`config.mk`:
```
export PLATFORM = sky130hd
export DESIGN_NAME = regfile_wb_arbiter
export DESIGN_NICKNAME = d
export VERILOG_FILES = /design/src/rtl/rv_pkg.sv /design/src/rtl/rr_arbiter.sv /design/src/rtl/regfile_wb_arbiter.sv
export SDC_FILE = /design/constraint.sdc
export NUM_CORES = 1
export LEC_CHECK = 0
export CORE_MARGIN = 2
export CORE_UTILIZATION = 67
export DETAILED_ROUTE_END_ITERATION = 8
export DONT_BUFFER_PORTS = 1
export GPL_ROUTABILITY_DRIVEN = 0
export PLACE_DENSITY = 0.92
export SYNTH_ARGS = -nofsm -noshare
export SYNTH_HDL_FRONTEND = slang
export SYNTH_SLANG_ARGS = --single-unit
```
`constraint.sdc`:
```
create_clock -name clk -period 6.3 [get_ports clk]
set_input_delay 1.26 -clock clk [delete_from_list [all_inputs] [get_ports clk]]
set_output_delay 1.26 -clock clk [all_outputs]
set_load 0.02 [all_outputs]
```
`src/rtl/rv_pkg.sv`:
```
// Shared core constants: datapath width and register file addressing.
// Imported by writeback and register file blocks.
package rv_pkg;

  localparam int XLEN = 32;
  localparam int REG_ADDR_W = 5;
  localparam logic [REG_ADDR_W-1:0] REG_ZERO = 5'd0;

endpackage

```
`src/rtl/rr_arbiter.sv`:
```
// Round-robin arbiter with one-hot grant; owns the priority pointer.
// Ports: clk, rst_n, req[N], en -> gnt[N] (one-hot), gnt_idx.
module rr_arbiter #(
  parameter int N = 3,
  parameter int IDX_W = (N > 1) ? $clog2(N) : 1
) (
  input  logic             clk,
  input  logic             rst_n,
  input  logic [N-1:0]     req,
  input  logic             en,
  output logic [N-1:0]     gnt,
  output logic [IDX_W-1:0] gnt_idx
);

  logic [IDX_W-1:0] ptr;
  logic [IDX_W-1:0] idx;
  logic             found;
  int               j;

  // Scan ptr, ptr+1, ... wrapping; first valid wins.
  always_comb begin
    found = 1'b0;
    idx = ptr;
    j = 0;
    for (int k = 0; k < N; k++) begin
      j = int'(ptr) + k;
      if (j >= N) j = j - N;
      if (!found && req[j]) begin
        found = 1'b1;
        idx = IDX_W'(j);
      end
    end
  end

  always_comb begin
    gnt = '0;
    if (en && found) gnt[idx] = 1'b1;
    gnt_idx = idx;
  end

  always_ff @(posedge clk or negedge rst_n) begin
    if (!rst_n) begin
      ptr <= '0;
    end else if (en && found) begin
      ptr <= (idx == IDX_W'(N - 1)) ? '0 : idx + 1'b1;
    end
  end

endmodule

```
`src/rtl/regfile_wb_arbiter.sv`:
```
// Shares the register file write port among NUM_REQ writeback units.
// Ports: req_valid/req_ready/req_addr/req_data per unit, wb_block,
// wb_write_enable/addr/data to the register file, busy.
module regfile_wb_arbiter #(
  parameter int NUM_REQ = 3,
  parameter int XLEN = rv_pkg::XLEN,
  parameter int ADDR_W = rv_pkg::REG_ADDR_W
) (
  input  logic                      clk,
  input  logic                      rst_n,
  input  logic [NUM_REQ-1:0]        req_valid,
  output logic [NUM_REQ-1:0]        req_ready,
  input  logic [NUM_REQ*ADDR_W-1:0] req_addr,
  input  logic [NUM_REQ*XLEN-1:0]   req_data,
  input  logic                      wb_block,
  output logic                      wb_write_enable,
  output logic [ADDR_W-1:0]         wb_write_addr,
  output logic [XLEN-1:0]           wb_write_data,
  output logic                      busy
);

  import rv_pkg::*;

  localparam int IDX_W = (NUM_REQ > 1) ? $clog2(NUM_REQ) : 1;

  logic [NUM_REQ-1:0] gnt;
  logic [IDX_W-1:0]   gnt_idx;
  logic               gnt_any;
  logic [ADDR_W-1:0]  sel_addr;
  logic [XLEN-1:0]    sel_data;

  rr_arbiter #(
    .N     (NUM_REQ),
    .IDX_W (IDX_W)
  ) u_arb (
    .clk     (clk),
    .rst_n   (rst_n),
    .req     (req_valid),
    .en      (!wb_block),
    .gnt     (gnt),
    .gnt_idx (gnt_idx)
  );

  assign gnt_any = |gnt;
  assign req_ready = gnt & {NUM_REQ{rst_n}};
  assign busy = rst_n & |(req_valid & ~req_ready);

  always_comb begin
    sel_addr = '0;
    sel_data = '0;
    for (int i = 0; i < NUM_REQ; i++) begin
      if (gnt_idx == IDX_W'(i)) begin
        sel_addr = req_addr[i*ADDR_W +: ADDR_W];
        sel_data = req_data[i*XLEN +: XLEN];
      end
    end
  end

  // Writes to x0 are consumed but never reach the register file.
  always_ff @(posedge clk or negedge rst_n) begin
    if (!rst_n) begin
      wb_write_enable <= 1'b0;
      wb_write_addr <= '0;
      wb_write_data <= '0;
    end else if (gnt_any && sel_addr != ADDR_W'(REG_ZERO)) begin
      wb_write_enable <= 1'b1;
      wb_write_addr <= sel_addr;
      wb_write_data <= sel_data;
    end else begin
      wb_write_enable <= 1'b0;
    end
  end

endmodule
```
### Yosys cells after proc, flatten, opt, wreduce, memory -nomap -nowiden

Index checks and enable logic that the tools add are counted.

| storage, ports and cells | value |
|---|---|
| register bits after elaboration | 40 |
| latch bits | 0 |
| bits in writable memories | 0 |
| bits in read-only memories | 0 |
| bits of input ports | 117 |
| output and inout port bits | 42 |
| logic and storage cells | 65 |
| memories | 0 |

| cells by class | value |
|---|---|
| $add $sub $neg | 6 |
| $mul | 0 |
| div/mod/pow operators | 0 |
| order comparisons | 8 |
| equal/unequal tests | 2 |
| shift-type cells | 0 |
| mux-type cells | 29 |
| bitwise operators | 4 |
| reductions and logical operators | 12 |

Operators with widths:

| kind | count |
|---|---|
| two-way mux 32 bit | 6 |
| < comparator 32 x 4 -> 1 bit (second input constant) | 3 |
| greater-or-equal comparator 32 x 3 -> 1 bit (second input constant) | 2 |
| subtractor 32 x 3 -> 32 bit (second input constant) | 2 |
| two-way mux 5 bit | 3 |
| two-way mux 1 bit | 11 |
| two-way mux 2 bit | 4 |
| AND 3 bit | 2 |
| binary-select mux 1 bit (select 2 bit) | 3 |
| OR reduction 3 bit | 2 |
| logical AND 1 bit | 5 |
| nonzero test 5 bit | 1 |
| adder 2 x 1 -> 3 bit (second input constant) | 1 |
| adder 2 x 2 -> 3 bit (second input constant) | 1 |
| zero test 1 bit | 3 |
| < comparator 2 x 3 -> 1 bit (second input constant) | 1 |
| two-way mux 3 bit | 1 |
| NOT 3 bit | 1 |
| subtractor 2 x 2 -> 3 bit (second input constant) | 1 |
| adder 2 x 1 -> 2 bit (second input constant) | 1 |
| demux 1 bit (select 2 bit) | 1 |
| == test 2 x 1 -> 1 bit (second input constant) | 1 |
| == test 2 bit (second input constant) | 1 |
| greater-or-equal comparator 2 x 1 -> 1 bit (second input constant) | 1 |
| 3 further kinds | 3 |

### Depth between registers and ports, before layout

| logic depth | value |
|---|---|
| depth after elaboration | 22 |
| depth in mapped cells | 13 |
| depth with buffers taken out | 10 |

### Modules after synthesis

Synthesis repeated with hierarchy kept, for this count alone.

| second synthesis, totals | value |
|---|---|
| cell total of the unflattened synthesis | 272 |
| area total of the unflattened synthesis | 2825.2 um^2 |

Modules (own cells, without submodules):

| module | instances | cells each | area each (um^2) | seq. area each (um^2) |
|---|---|---|---|---|
| regfile_wb_arbiter | 1 | 222 | 2386.0 | 950.9 |
| rr_arbiter | 1 | 50 | 439.2 | 50.0 |

### Least setup slack after synthesis

OpenSTA, ideal clock, no wires.

| timing path | value |
|---|---|
| path kind | input -> output |
| start point | input req_valid[2] |
| end point | output busy |
| arrival time | 3.076 ns |
| required time | 5.040 ns |
| setup slack | 1.964 ns |
| stages | 9 |
| buffers on the path | 1 |
| path through | mux2i_1 o22ai_1 nor2_1 o21a_1 nor2_1 buf_2 nor3_1 nand2b_1 a31oi_1 |

| between the ends | value |
|---|---|
| longest elaborated chain between the ends | 20 |
| elaborated cells on any way between the ends | 31 |
| those cells by class | order compare (2); mux (18); bitwise (4); reduce/logical (7) |

RTL lines:

| item | line | source |
|---|---|---|
| from (decl) | regfile_wb_arbiter.sv:11 | `input logic [NUM_REQ-1:0] req_valid,` |
| binary-select mux 1 bit (select 2 bit) | rr_arbiter.sv:28 | `if (!found && req[j]) begin` |
| two-way mux 1 bit (not written as such) (2 in a row) | rr_arbiter.sv:28 |  |
| two-way mux 1 bit | rr_arbiter.sv:28 |  |
| zero test 1 bit | rr_arbiter.sv:28 |  |
| logical AND 1 bit | rr_arbiter.sv:28 |  |
| two-way mux 1 bit | rr_arbiter.sv:28 |  |
| zero test 1 bit | rr_arbiter.sv:28 |  |
| logical AND 1 bit | rr_arbiter.sv:28 |  |
| [4 not listed] | -- |  |
| demux 1 bit (select 2 bit) | -- |  |
| two-way mux 3 bit (*) | rr_arbiter.sv:37 | `if (en && found) gnt[idx] = 1'b1;` |
| AND 3 bit (*) | regfile_wb_arbiter.sv:45 | `assign req_ready = gnt & {NUM_REQ{rst_n}};` |
| named net req_ready[0] | regfile_wb_arbiter.sv:12 | `output logic [NUM_REQ-1:0] req_ready,` |
| NOT 3 bit (*) | regfile_wb_arbiter.sv:46 | `assign busy = rst_n & \|(req_valid & ~req_ready);` |
| AND 3 bit (*) | regfile_wb_arbiter.sv:46 |  |
| OR reduction 3 bit (*) | regfile_wb_arbiter.sv:46 |  |
| AND 1 bit (*) | regfile_wb_arbiter.sv:46 |  |
| to (decl) | regfile_wb_arbiter.sv:19 | `output logic busy` |

Mark *: on every way through the listed nets, which the timed path passes. The rest lies on a longest branch. The select of a mux whose other input is x is not followed.

### Worst setup path in the final report

| timing path | value |
|---|---|
| start point | register u_arb.ptr[0] |
| end point | output req_ready[1] |

| between the ends | value |
|---|---|
| longest elaborated chain between the ends | 18 |
| elaborated cells on any way between the ends | 38 |
| those cells by class | add/sub (5); order compare (5); mux (21); bitwise (1); reduce/logical (6) |

RTL lines:

| item | line | source |
|---|---|---|
| from (decl) | rr_arbiter.sv:15 | `logic [IDX_W-1:0] ptr;` |
| from (signal assigned) | rr_arbiter.sv:45 | `ptr <= (idx == IDX_W'(N - 1)) ? '0 : idx + 1'b1;` |
| parallel branches: the longest is 16 deep, another holds subtractor 32 x 3 -> 32 bit | -- |  |
| two-way mux 3 bit (*) | rr_arbiter.sv:37 |  |
| AND 3 bit (*) | regfile_wb_arbiter.sv:45 |  |
| to (decl) | regfile_wb_arbiter.sv:12 |  |

Every way passes the cells marked *. The select of a mux whose other input is x is not followed.

==> Flow_metrics.wiki <==
{| class="wikitable"
! Metric !! Value
|-
| Worst supply voltage drop on vdd || 349 uV
|-
| Count of final max-slew check failures || 0
|-
| Num ports || 159
|-
| Post-synthesis area per instance || 9.76 um2
|-
| Period utilisation layout || 0.772
|-
| Overall via count from detail_route || ~2300
|-
| Hold Startpoint || u_arb.ptr[0]
|-
| Hold Path Cell Cnt || 2
|-
| Quantity of I/O buffers inserted on ports || 0
|-
| Worst flop-to-flop path startpoint || u_arb.ptr[0]
|-
| CP Launch Type || flip-flop
|-
| Antenna violations before repair || 0
|-
| Number of antenna repair diodes || 0
|-
| Top Family by Delay on Critical Path || compound AO/OA/AOI/OAI gates
|-
| Leakage || 0.00128 uW
|-
| Top achievable clock speed || 206 MHz
|-
| Final Power || 2280 uW
|-
| Final TNS setup || 0 ns
|-
| Number of max-cap violations || 0
|-
| Cell with the largest stage delay on the worst path || sky130_fd_sc_hd__a21o_1
|-
| Clock Skew || 0.00447 ns
|-
| Compound-cell area share of the yosys netlist || 0.175
|-
| Largest fanout on the critical path || 43
|-
| Minimum clock period || ~4.9 ns
|-
| Internal portion of total power || approximately 1200 uW
|-
| Unique cell type count in the Yosys netlist || 45
|-
| Largest net degree at the start of global routing || 44
|-
| Die outline height || 70.2 um
|-
| Proportion of layout cells with a drive suffix above 1 || 0.184
|-
| Nets in the synthesized netlist || 421
|-
| DRC viols || 0
|-
| Final WL || between 6 and 7 mm
|-
| Row cnt || 24
|-
| H-tree level count || 2
|-
| Clock-pin slew on the worst setup and hold paths || about 0.08 ns
|-
| Final hold violation count || 0
|-
| Launch point of the critical path || u_arb.ptr[0]
|-
| Critical path class || flip-flop to output port
|-
| Post-synthesis cell area || 2940 um2
|-
| Number of nets in the finished design || 412
|-
| Xor/xnor share of the synthesized area || 0
|-
| Number of buffers inserted during clock tree synthesis || 5
|-
| Sort of element at the end of the critical path || output port
|-
| Setup violations, final || 0
|-
| Die W || 70.2 um
|-
| Buffers inserted by post-CTS timing repair || 0
|-
| Number of cell instances on the worst register-to-register path || 12
|-
| Result of the run || finished clean
|-
| Number of gates resized after cts || 0
|-
| Share of power burned in registers || 0.289
|-
| Arrival time of the worst setup path || 3.61 ns
|-
| Global-route wire length before repair || 10.9 mm
|-
| Max Root-Sink Buffers || 2
|-
| Post-synth top flop || sky130_fd_sc_hd__dfrtp_1
|-
| Total track usage || 0.280
|-
| Fraction of synthesized area in multiplexers || 0.292
|-
| Die Outline Area || roughly 4900 um2
|-
| Switching Share || 0.474
|-
| Antenna viol nets, final || 0
|-
| Clock insertion delay at the later pin of the skew report || 0.29 ns
|-
| Drt wl/cell || 20.2 um
|-
| Drt pass-1 iters || 4
|-
| Starting density of the core || 0.684
|-
| Count of flip-flops with a built-in enable after synthesis || 0
|-
| Setup slack, reg-to-reg || between 1.5 and 2 ns
|-
| Number of flip-flops and latches in the synthesized netlist || 40
|-
| Post-CTS Hold Buffers || 0
|-
| Net Switching || about 1100 uW
|-
| Synth-to-Final Area Change || 2.81%
|-
| Post-Synth Simple-Gate Area || 0.128
|-
| Clock root buffer master || sky130_fd_sc_hd__clkbuf_8
|-
| Clock group share of total power || 0.094
|-
| Post-synthesis sequential area ratio || 0.341
|-
| Vias in the first global route || about 2200
|-
| Largest family of logic cells by synthesized area || multiplexers
|-
| Relative contribution of combinational cells to total power || 0.618
|-
| CTS tree || yes
|-
| Standard cell core area || 4290 um2
|-
| Crit-path cells || inv_1 -> ha_1 -> nor2b_4 -> o21ai_1 -> a2111oi_2 -> a21o_1 -> a21boi_4 -> buf_4 -> and3_1
|-
| HP Class || flip-flop to flip-flop
|-
| Min-Delay Endpoint || u_arb.ptr[0]
|-
| Count of buffer and inverter cells on the critical path || 2
|-
| Post-DP HPWL || 5.30 mm
|-
| Reg-to-reg endpoint || wb_write_data[14]
|-
| Synthesized-area fraction occupied by adder cells || 0.0128
|-
| Overflow after GRT || 0
|-
| Slew @ Worst Pin || 0.759 ns
|-
| Critical Path Max Stage Delay || 0.60 ns
|-
| Power density over the cells || 755 nW/um2
|-
| Required time worst endpoint || between 5 and 6 ns
|-
| Unrepaired setup endpoints after global routing || false
|-
| CTS sink count || 40
|-
| Worst slew margin || 0.490
|-
| Share of flip-flops with an asynchronous set or reset after synthesis || 1.00
|-
| Iteration-0 DRC count of the detailed router || 96
|-
| Via/cell ratio || 6.58
|-
| Syn Inst Count || 301
|-
| Yosys Warn Count || 0
|}
## placed cells by master (no fill, tap or decap), types with 2 or more instances in the layout
| master | netlist | layout |
|---|---|---|
| sky130_fd_sc_hd__nand2_1 | 48 | 48 |
| sky130_fd_sc_hd__o21a_1 | 4 | 4 |
| sky130_fd_sc_hd__o21ai_0 | 46 | 46 |
| sky130_fd_sc_hd__nor2_1 | 10 | 9 |
| sky130_fd_sc_hd__clkbuf_8 | 0 | 5 |
| sky130_fd_sc_hd__dfrtp_1 | 40 | 40 |
| sky130_fd_sc_hd__nand3_1 | 2 | 2 |
| sky130_fd_sc_hd__o211ai_1 | 4 | 4 |
| sky130_fd_sc_hd__o21ai_1 | 2 | 2 |
| sky130_fd_sc_hd__a31oi_1 | 4 | 4 |
| sky130_fd_sc_hd__buf_4 | 3 | 4 |
| sky130_fd_sc_hd__and2_1 | 3 | 3 |
| sky130_fd_sc_hd__inv_1 | 4 | 4 |
| sky130_fd_sc_hd__a21oi_1 | 5 | 5 |
| sky130_fd_sc_hd__o31ai_1 | 3 | 3 |
| sky130_fd_sc_hd__a21o_1 | 2 | 2 |
| sky130_fd_sc_hd__mux2_4 | 29 | 29 |
| sky130_fd_sc_hd__nor3_1 | 5 | 5 |
| sky130_fd_sc_hd__o2111ai_1 | 2 | 2 |
| sky130_fd_sc_hd__nor2b_1 | 2 | 2 |
| sky130_fd_sc_hd__mux2i_1 | 39 | 39 |
| sky130_fd_sc_hd__ha_1 | 3 | 3 |
| sky130_fd_sc_hd__a22oi_2 | 2 | 2 |
| sky130_fd_sc_hd__mux2_2 | 3 | 3 |
| sky130_fd_sc_hd__nand3b_1 | 2 | 2 |
## synth_stat cells, types with 5 or more instances
| library cell | number | area [um2] |
|---|---|---|
| sky130_fd_sc_hd__nand2_1 | 48 | 180 |
| sky130_fd_sc_hd__o21ai_0 | 46 | 230 |
| sky130_fd_sc_hd__dfrtp_1 | 40 | 1000 |
| sky130_fd_sc_hd__mux2i_1 | 39 | 390 |
| sky130_fd_sc_hd__mux2_4 | 29 | 435 |
| sky130_fd_sc_hd__nor2_1 | 10 | 37.5 |
| sky130_fd_sc_hd__clkbuf_1 | 6 | 22.5 |
| sky130_fd_sc_hd__a21oi_1 | 5 | 25.0 |
| sky130_fd_sc_hd__buf_2 | 5 | 25.0 |
| sky130_fd_sc_hd__nor3_1 | 5 | 25.0 |
## flip-flops by register name (all words and copies together) (netlist names)
signal,flops
wb_write_enable,1
wb_write_data,32
u_arb.ptr,2
wb_write_addr,5
## routing by layer
| metal | up-vias | wire length, um | global-route usage |
|---|---|---|---|
| li1 | 1062 | - | - |
| met5 | - | 0 | 0 |
| met1 | 1050 | 2680 | 0.360 |
| met2 | 145 | 3600 | 0.464 |
| met4 | 0 | 85 | 0.0812 |
| met3 | 12 | 591 | 0.0736 |
## power by group through the flow
| stage | sequential, uW | clock (uW) | combinational (uW) |
|---|---|---|---|
| final | 659 | 213 | 1410 |
| after global routing | 673 | 228 | 1540 |
| after CTS | 660 | 217 | 1410 |
| after detailed placement | 661 | 0 | 1410 |
| after global placement | 657 | 0 | 1340 |
| after floorplan | 621 | 0 | 1250 |
## worst max-delay path by stage
stage | depth (start not counted) | to
finish | 9 | req_ready[1]
global route | 9 | req_ready[1]
CTS | 9 | req_ready[1]
detailed placement | 10 | wb_write_data[14]
global placement | 10 | wb_write_data[14]
floorplan | 9 | busy
## kinds of logic after synthesis
logic type,Yosys count
buffers and inverters,24
and+or+nand+nor,82
AOI/OAI and AO/OA,81
DFF,40
adders and majority gates,3
muxes,71
## worst reg2reg max path, delay by kind of cell (launching register included)
family | cells | cell delay (ns)
and+or+nand+nor | 1 | 0.20
muxes | 1 | 0.37
adders and majority gates | 1 | 0.43
buffers and inverters | 3 | 0.89
DFF | 1 | 0.42
AOI/OAI and AO/OA | 6 | 2.19
## metrics by stage
step | cells | hold WS, ns | setup slack [ns] | instance area [um2] | util
finish | 345 | 0.620 | 1.43 | 3020 | 0.704
global route | 345 | 0.633 | 1.15 | 3020 | 0.704
CTS | 345 | 0.623 | 1.43 | 3020 | 0.704
detailed placement | 337 | 0.605 | 1.37 | 2910 | 0.677
global placement | 337 | 0.555 | 1.59 | 2910 | 0.677
floorplan | 301 | 0.524 | 1.96 | 2940 | -
## cell type report
| class | instances | area [um2] |
|---|---|---|
| fill | 325 | 1270 |
| timing repair buffer | 4 | 30.0 |
| clock buffer | 5 | 68.8 |
| clock inverter | 3 | 46.3 |
| inverter | 4 | 15.0 |
| sequential | 40 | 1000 |
| tap | 52 | 65.1 |
| multi-input combinational | 237 | 1800 |
(Power assumes the default switching activity.)
